$ cat config.mk
export PLATFORM = sky130hd
export DESIGN_NAME = serial_adder
export DESIGN_NICKNAME = d
export VERILOG_FILES = /design/src/rtl/serial_adder_pkg.sv /design/src/rtl/fulladder_HA.sv /design/src/rtl/serial_adder.sv
export SDC_FILE = /design/constraint.sdc
export NUM_CORES = 1
export LEC_CHECK = 0
export BUFFER_PORTS_ARGS = -buffer_cell sky130_fd_sc_hd__buf_2
export CORE_ASPECT_RATIO = 0.75
export CORE_MARGIN = 5
export CORE_UTILIZATION = 48
export DETAILED_ROUTE_END_ITERATION = 7
export PLACE_DENSITY = 0.75
export SKIP_LAST_GASP = 1
export SYNTH_ARGS = -nofsm -noshare
export SYNTH_HDL_FRONTEND = slang
export SYNTH_SLANG_ARGS = --single-unit
$ cat constraint.sdc
create_clock -name clk -period 1.45 [get_ports clk]
set_input_delay 0.2175 -clock clk [delete_from_list [all_inputs] [get_ports clk]]
set_output_delay 0.2175 -clock clk [all_outputs]
set_load 0.005 [all_outputs]
$ cat src/rtl/serial_adder_pkg.sv
// Shared definitions for the bit-serial adder: controller state encoding and default width.
package serial_adder_pkg;

  typedef enum logic [1:0] {
    IDLE = 2'd0,
    RUN  = 2'd1,
    HOLD = 2'd2
  } state_t;

  localparam int ADD_WIDTH_DEFAULT = 8;

endpackage

$ cat src/rtl/fulladder_HA.sv
// 1-bit full adder cell built from two half adders; purely combinational.
module fulladder_HA (
  input  logic a,
  input  logic b,
  input  logic cin,
  output logic s,
  output logic cout
);

  logic s1, c1, c2;

  assign s1   = a ^ b;
  assign c1   = a & b;
  assign s    = s1 ^ cin;
  assign c2   = s1 & cin;
  assign cout = c1 | c2;

endmodule

$ cat src/rtl/serial_adder.sv
// Bit-serial WIDTH-bit adder: one full-adder cell, registered carry, LSB-first,
// valid/ready on both the operand and the result side.
module serial_adder
  import serial_adder_pkg::*;
#(
  parameter  int WIDTH = ADD_WIDTH_DEFAULT,
  localparam int CNT_W = $clog2(WIDTH + 1)
) (
  input  logic             clk,
  input  logic             rst_n,
  input  logic             in_valid,
  output logic             in_ready,
  input  logic [WIDTH-1:0] a,
  input  logic [WIDTH-1:0] b,
  input  logic             cin,
  output logic             out_valid,
  input  logic             out_ready,
  output logic [WIDTH-1:0] sum,
  output logic             cout
);

  state_t           state_reg;
  logic [CNT_W-1:0] cnt_reg;
  logic [WIDTH-1:0] ra_reg;
  logic [WIDTH-1:0] rb_reg;
  logic [WIDTH-1:0] sum_reg;
  logic [WIDTH-1:0] sum_next;
  logic             carry_reg;
  logic             fa_s;
  logic             fa_c;
  logic             accept;
  logic             last_bit;

  fulladder_HA u_fa (
    .a   (ra_reg[0]),
    .b   (rb_reg[0]),
    .cin (carry_reg),
    .s   (fa_s),
    .cout(fa_c)
  );

  // New sum bits enter at the MSB so that after WIDTH shifts bit 0 sits at the LSB.
  generate
    if (WIDTH == 1) begin : g_sum_w1
      assign sum_next = fa_s;
    end else begin : g_sum_wn
      assign sum_next = {fa_s, sum_reg[WIDTH-1:1]};
    end
  endgenerate

  // HOLD can take a new pair on the same edge the result leaves, so no bubble.
  assign in_ready  = (state_reg == IDLE) || ((state_reg == HOLD) && out_ready);
  assign accept    = in_valid && in_ready;
  assign last_bit  = (cnt_reg == CNT_W'(WIDTH - 1));

  assign out_valid = (state_reg == HOLD);
  assign sum       = sum_reg;
  assign cout      = carry_reg;

  always_ff @(posedge clk or negedge rst_n) begin
    if (!rst_n) begin
      state_reg <= IDLE;
      cnt_reg   <= '0;
      ra_reg    <= '0;
      rb_reg    <= '0;
      sum_reg   <= '0;
      carry_reg <= 1'b0;
    end else begin
      case (state_reg)
        IDLE, HOLD: begin
          if (accept) begin
            ra_reg    <= a;
            rb_reg    <= b;
            carry_reg <= cin;
            cnt_reg   <= '0;
            sum_reg   <= '0;
            state_reg <= RUN;
          end else if ((state_reg == HOLD) && out_ready) begin
            state_reg <= IDLE;
          end
        end
        RUN: begin
          sum_reg   <= sum_next;
          carry_reg <= fa_c;
          ra_reg    <= ra_reg >> 1;
          rb_reg    <= rb_reg >> 1;
          cnt_reg   <= cnt_reg + 1'b1;
          if (last_bit) begin
            state_reg <= HOLD;
          end
        end
        default: state_reg <= IDLE;
      endcase
    end
  end

endmodule

Yosys cells after proc, flatten, opt, wreduce, memory -nomap -nowiden
Index checks and enable logic that the tools add are counted.
{"block": "totals", "register_bits": 31, "in_bits": 21, "elab_cells": 40, "out_inout_bits": 11}
{"block": "classes", "eq_ne": 6, "n_reduce_logical": 8, "addsub": 1, "mux": 14, "bitwise": 5}
{"cell": "8-bit one-hot mux with 2 select lines", "count": 3}
{"cell": "8-bit two-way mux", "count": 3}
{"cell": "4-bit one-hot mux with 2 select lines", "count": 1}
{"cell": "2-bit two-way mux", "count": 3}
{"cell": "4-bit by 1-bit adder with 4-bit output, second input constant", "count": 1}
{"cell": "4-bit by 3-bit == test with 1-bit output, second input constant", "count": 1}
{"cell": "4-bit two-way mux", "count": 1}
{"cell": "2-bit inequality test, second input constant", "count": 2}
{"cell": "2-bit one-hot mux with 2 select lines", "count": 1}
{"cell": "2-bit AND reduction", "count": 2}
{"cell": "3-bit inequality test, second input constant", "count": 1}
{"cell": "1-bit AND", "count": 2}
{"cell": "2-bit by 1-bit == test with 1-bit output, second input constant", "count": 1}
{"cell": "2-bit == test, second input constant", "count": 1}
{"cell": "1-bit logical AND", "count": 2}
{"cell": "2-bit zero test", "count": 1}
{"cell": "1-bit one-hot mux with 2 select lines", "count": 1}
{"cell": "2-bit nonzero test", "count": 1}
{"cell": "2-bit OR reduction", "count": 1}
{"cell": "1-bit bitwise XOR", "count": 2}
{"cell": "1-bit logical OR", "count": 1}
{"cell": "1-bit two-way mux", "count": 1}
{"cell": "1-bit OR", "count": 1}

Depth between registers and ports, before layout
{"block": "logic_depth", "depth_word": 6, "mapped_depth": 5}

Cells and area by module
A second synthesis with hierarchy kept.
{"block": "hier_totals", "cells_unflattened": 159, "hier_area_um2": 1520.2}
{"module": "serial_adder", "area_per_inst_um2": 1500.2, "n_inst": 1, "cells_each": 158, "seq_area_each_um2": 775.7}
{"module": "fulladder_HA", "area_per_inst_um2": 20.0, "n_inst": 1, "cells_each": 1, "seq_area_each_um2": 0.0}

Worst setup path after synthesis
Ideal clock, no wire load.
{"block": "synth_timing", "path_type": "reg-to-reg", "start": "register state_reg[0]", "end": "register rb_reg[3]", "setup_slack_ns": -0.090, "required_time_ns": 1.325, "stages_incl_launch_ff": 5, "t_arrival_ns": 1.416, "setup_ns": 0.125, "cell_sequence": "dfrtp_1 -> nand2b_1 -> a21oi_2 -> buf_6 -> mux2_2"}
{"block": "synth_via", "elab_chain_len": 6}
{"element": "from (decl)", "line_no": "serial_adder.sv:22", "source": "state_t state_reg;"}
{"element": "from (signal assigned)", "line_no": "serial_adder.sv:62", "source": "state_reg <= IDLE;"}
{"element": "from (signal assigned)", "line_no": "serial_adder.sv:77", "source": "state_reg <= RUN;"}
{"element": "from (signal assigned)", "line_no": "serial_adder.sv:79", "source": "state_reg <= IDLE;"}
{"element": "2-bit == test", "line_no": "serial_adder.sv:52, serial_adder.sv:69"}
{"element": "1-bit logical AND", "line_no": "serial_adder.sv:52", "source": "assign in_ready = (state_reg == IDLE) || ((state_reg == HOLD) && out_ready);"}
{"element": "1-bit logical OR", "line_no": "serial_adder.sv:52"}
{"element": "1-bit logical AND", "line_no": "serial_adder.sv:53", "source": "assign accept = in_valid && in_ready;"}
{"element": "2-bit inequality test (no line)"}
{"element": "2-bit AND reduction (no line)"}
{"element": "to (signal assigned)", "line_no": "serial_adder.sv:86", "source": "rb_reg <= rb_reg >> 1;"}
{"element": "to (decl)", "line_no": "serial_adder.sv:25", "source": "logic [WIDTH-1:0] rb_reg;"}
Parallel ways exist; a longest one is shown, timed or not.
A chain may end at the register's enable or synchronous reset.

Worst setup path in the final report
{"block": "layout_timing", "start": "register state_reg[0]", "end": "register ra_reg[6]"}
{"block": "layout_via", "elab_chain_len": 6}
{"element": "2-bit == test", "line_no": "serial_adder.sv:52, serial_adder.sv:69"}
{"element": "1-bit logical AND", "line_no": "serial_adder.sv:52"}
{"element": "1-bit logical OR", "line_no": "serial_adder.sv:52"}
{"element": "1-bit logical AND", "line_no": "serial_adder.sv:53"}
{"element": "2-bit inequality test (no line)"}
{"element": "2-bit AND reduction (no line)"}
{"element": "to (signal assigned)", "line_no": "serial_adder.sv:85", "source": "ra_reg <= ra_reg >> 1;"}
{"element": "to (decl)", "line_no": "serial_adder.sv:24", "source": "logic [WIDTH-1:0] ra_reg;"}
Parallel ways exist; a longest one is shown, timed or not.

==> impl_metrics.yaml <==
synth:
  synth.largest_area_cell: "dfrtp_1"
  synth.distinct_cells: 25
  ys_top_cells_by_area: "dfrtp_1 (53%), mux2_2 (14%), a22o_1 (7.2%)"
  synthFlopType: "dfrtp_1"
  async_flop_share_pct: 100.0
  yosys.area.top_type_share_pct: 53.17
  synth_area_um2: 1459
  yosysSeqAreaShare_pct: 53.17
  ys_warn_count: 0
  ys_seq_elements: 31
  syn_avg_cell_area_um2: 13.89
  synth_edf_count: 0
  synthTopCellsByCount: "dfrtp_1 (31), mux2_2 (18), a22o_1 (12)"
  yosysMostFrequentCell: "dfrtp_1"
  synthCells: 105
  synthesis.nets: 128
run:
  cap_viol_max_count: 0
setup_path:
  cp-startpoint: "state_reg[0]"
  cp.required_ns: 1.62
  worstPathArrival_ns: 1.59
  worstSetupPathType: "flop to flop"
  r2r_start: "state_reg[0]"
  path_cells: "nand2b_4, a21oi_4, buf_12, mux2_2"
  path_delay_family: "flip-flops"
  crit_fanout: 16
  crit_path_start_kind: "flop"
  worstSetupEndpointType: "flop"
  crit_buf_inv: 1
  cp_slowest_cell: "dfrtp_2"
  cpPeakStageDelay_ns: 0.46
worst_hold_path:
  hp-start: "b[7]"
  hold_path.class: "primary input to flop"
detailed_routing:
  via_per_inst: 5.189
  wl_met3_um: 188
  maxUsedRoutingLayer: "met4"
  dr.pass1.iters: 4
  drt_wl_total_um: 2985
  antenna_left: 0
  dr_wl_met2_um: 1326
  via_count: 986
  drc: 0
  wire_per_inst_um: 15.71
  first_iter_violations: 54
  wl_met1_um: 1410
sta:
  maxSlewHeadroom_pct: 71.11
  fmax_mhz: 704.2
  skew_ns: 0.006645
  period_minus_slack_ns: 1.420
  setup_violations: 0
  slew_viol_final: 0
  rsz0062_at_grt: "true"
  tns_ns: 0
  setup_slack_ns: 0.03001
  finalHoldViolCount: 0
  timing.final.crit_share_pct: 97.93
  worstMarginPinSlew_ns: 0.4328
  hold_ws_ns: 0.1543
floorplan:
  rows: 17
  start_util_pct: 49.70
  fp.dieW_um: 73.66
  ios: 32
  coreArea_um2: 2935
  die_height_um: 57.75
  die_area_um2: 4254
clocking:
  h-tree-depth: 2
  ctsRootBufferMaster: "clkbuf_8"
  cts_buffer_depth: 2
  clkLatencyLatePin_ns: 0.29
  clk_pin_slew_worst_paths_ns: 0.07
  cts_sinks: 31
  numCtsBuffers: 5
  cts_tree: "built"
layout:
  instances_no_fill: 190
  area.growth.synth_to_final_pct: 28.39
  diodes: 0
  finalNetCount: 174
  drive_gt1_share_pct: 54.61
place:
  place_ws_ns: 0.004162
  numPortBuffers: 31
  dp_hpwl_um: 2140
  dp.cells: 176
  gp_congestion: 0.8210
power:
  leakagePower_nw: 0.9564
  p_total_mw: 4.063
  ir_worst_vdd_mv: 0.8728
  p_per_area_nw_per_um2: 2169
grt:
  grt_antenna_before_repair: 0
  grt_overflow: 0
  grt_pass1_wl_um: 4968
  grt_pass1_vias: 1059
  grt_max_degree: 17
  grt_usage_pct: 15.51
run_status:
  status: "finished clean"
[per-layer routing]
metal / track usage [%] / up-vias
met2: 21.97 / 27
met3: 5.199 / 7
li1: - / 471
met4: 8.786 / 0
met5: 0 / -
met1: 20.68 / 481
[path summary, 6_finish.rpt]
kind	end	slack (ns)	cells past startpoint
worst max register to register	ra_reg[6]	0.03	4
worst min register to register	ra_reg[7]	0.50	1
worst max-delay path	ra_reg[6]	0.03	4
min in group asynchronous	state_reg[1]	0.34	2
max in group asynchronous	state_reg[0]	0.67	3
worst min-delay path	rb_reg[7]	0.15	2
[metrics by stage]
step / area (µm²) / utilization [%]
after floorplan: 1488 / -
after global placement: 1709 / 58.23
after detailed placement: 1709 / 58.23
after CTS: 1846 / 62.87
after global routing: 1873 / 63.81
final: 1873 / 63.81
[cell families after synthesis]
kind of cell    count (synthesis)  synth area share, %
buf+inv                         9                3.944
xor+xnor                        1               0.6005
compound gates                 18                10.46
flops                          31                53.17
simple gates                   14                5.402
mux                            30                24.19
fa+ha+maj                       2                2.230
[power by group]
group          internal (mW)  switching [mW]
combinational           1.06           0.725
clock                  0.433           0.322
sequential              1.26           0.259
total                   2.76            1.31
[worst reg2reg max path: stages (launching register included)]
cell and delay, ns:
dfrtp_2 0.46, nand2b_4 0.17, a21oi_4 0.14, buf_12 0.17
mux2_2 0.35
[placed cells by master (no fill, tap or decap), drive strengths merged, types with 2 or more instances in the layout]
| master | Yosys | final |
|---|---|---|
| inv | 4 | 4 |
| clkbuf | 1 | 9 |
| nor2 | 4 | 4 |
| a22o | 12 | 12 |
| dfrtp | 31 | 31 |
| nor2b | 2 | 2 |
| mux2i | 6 | 6 |
| buf | 4 | 41 |
| a21oi | 2 | 2 |
| mux2 | 24 | 24 |
| nor3b | 3 | 3 |
| nand2b | 2 | 3 |
[final cells by class]
cell class                      instances  area (µm²)
Fill cell                             231        1062
Sequential cell                        31       778.2
Multi-Input combinational cell         66       670.6
Timing Repair Buffer                   43       261.5
Clock buffer                            8       100.1
Tap cell                               38       47.55
Inverter                                4       15.01
[timing repair]
action	4_1_cts	5_1_grt
hold endpoints to repair	10	0
endpoints found under the setup margin	4	21
gates resized for setup	3	3
pin swaps	1	0
hold buffers	1	0
cloned	0	1
setup buffers	2	2
Note: power is estimated with default switching activity, not from simulation.
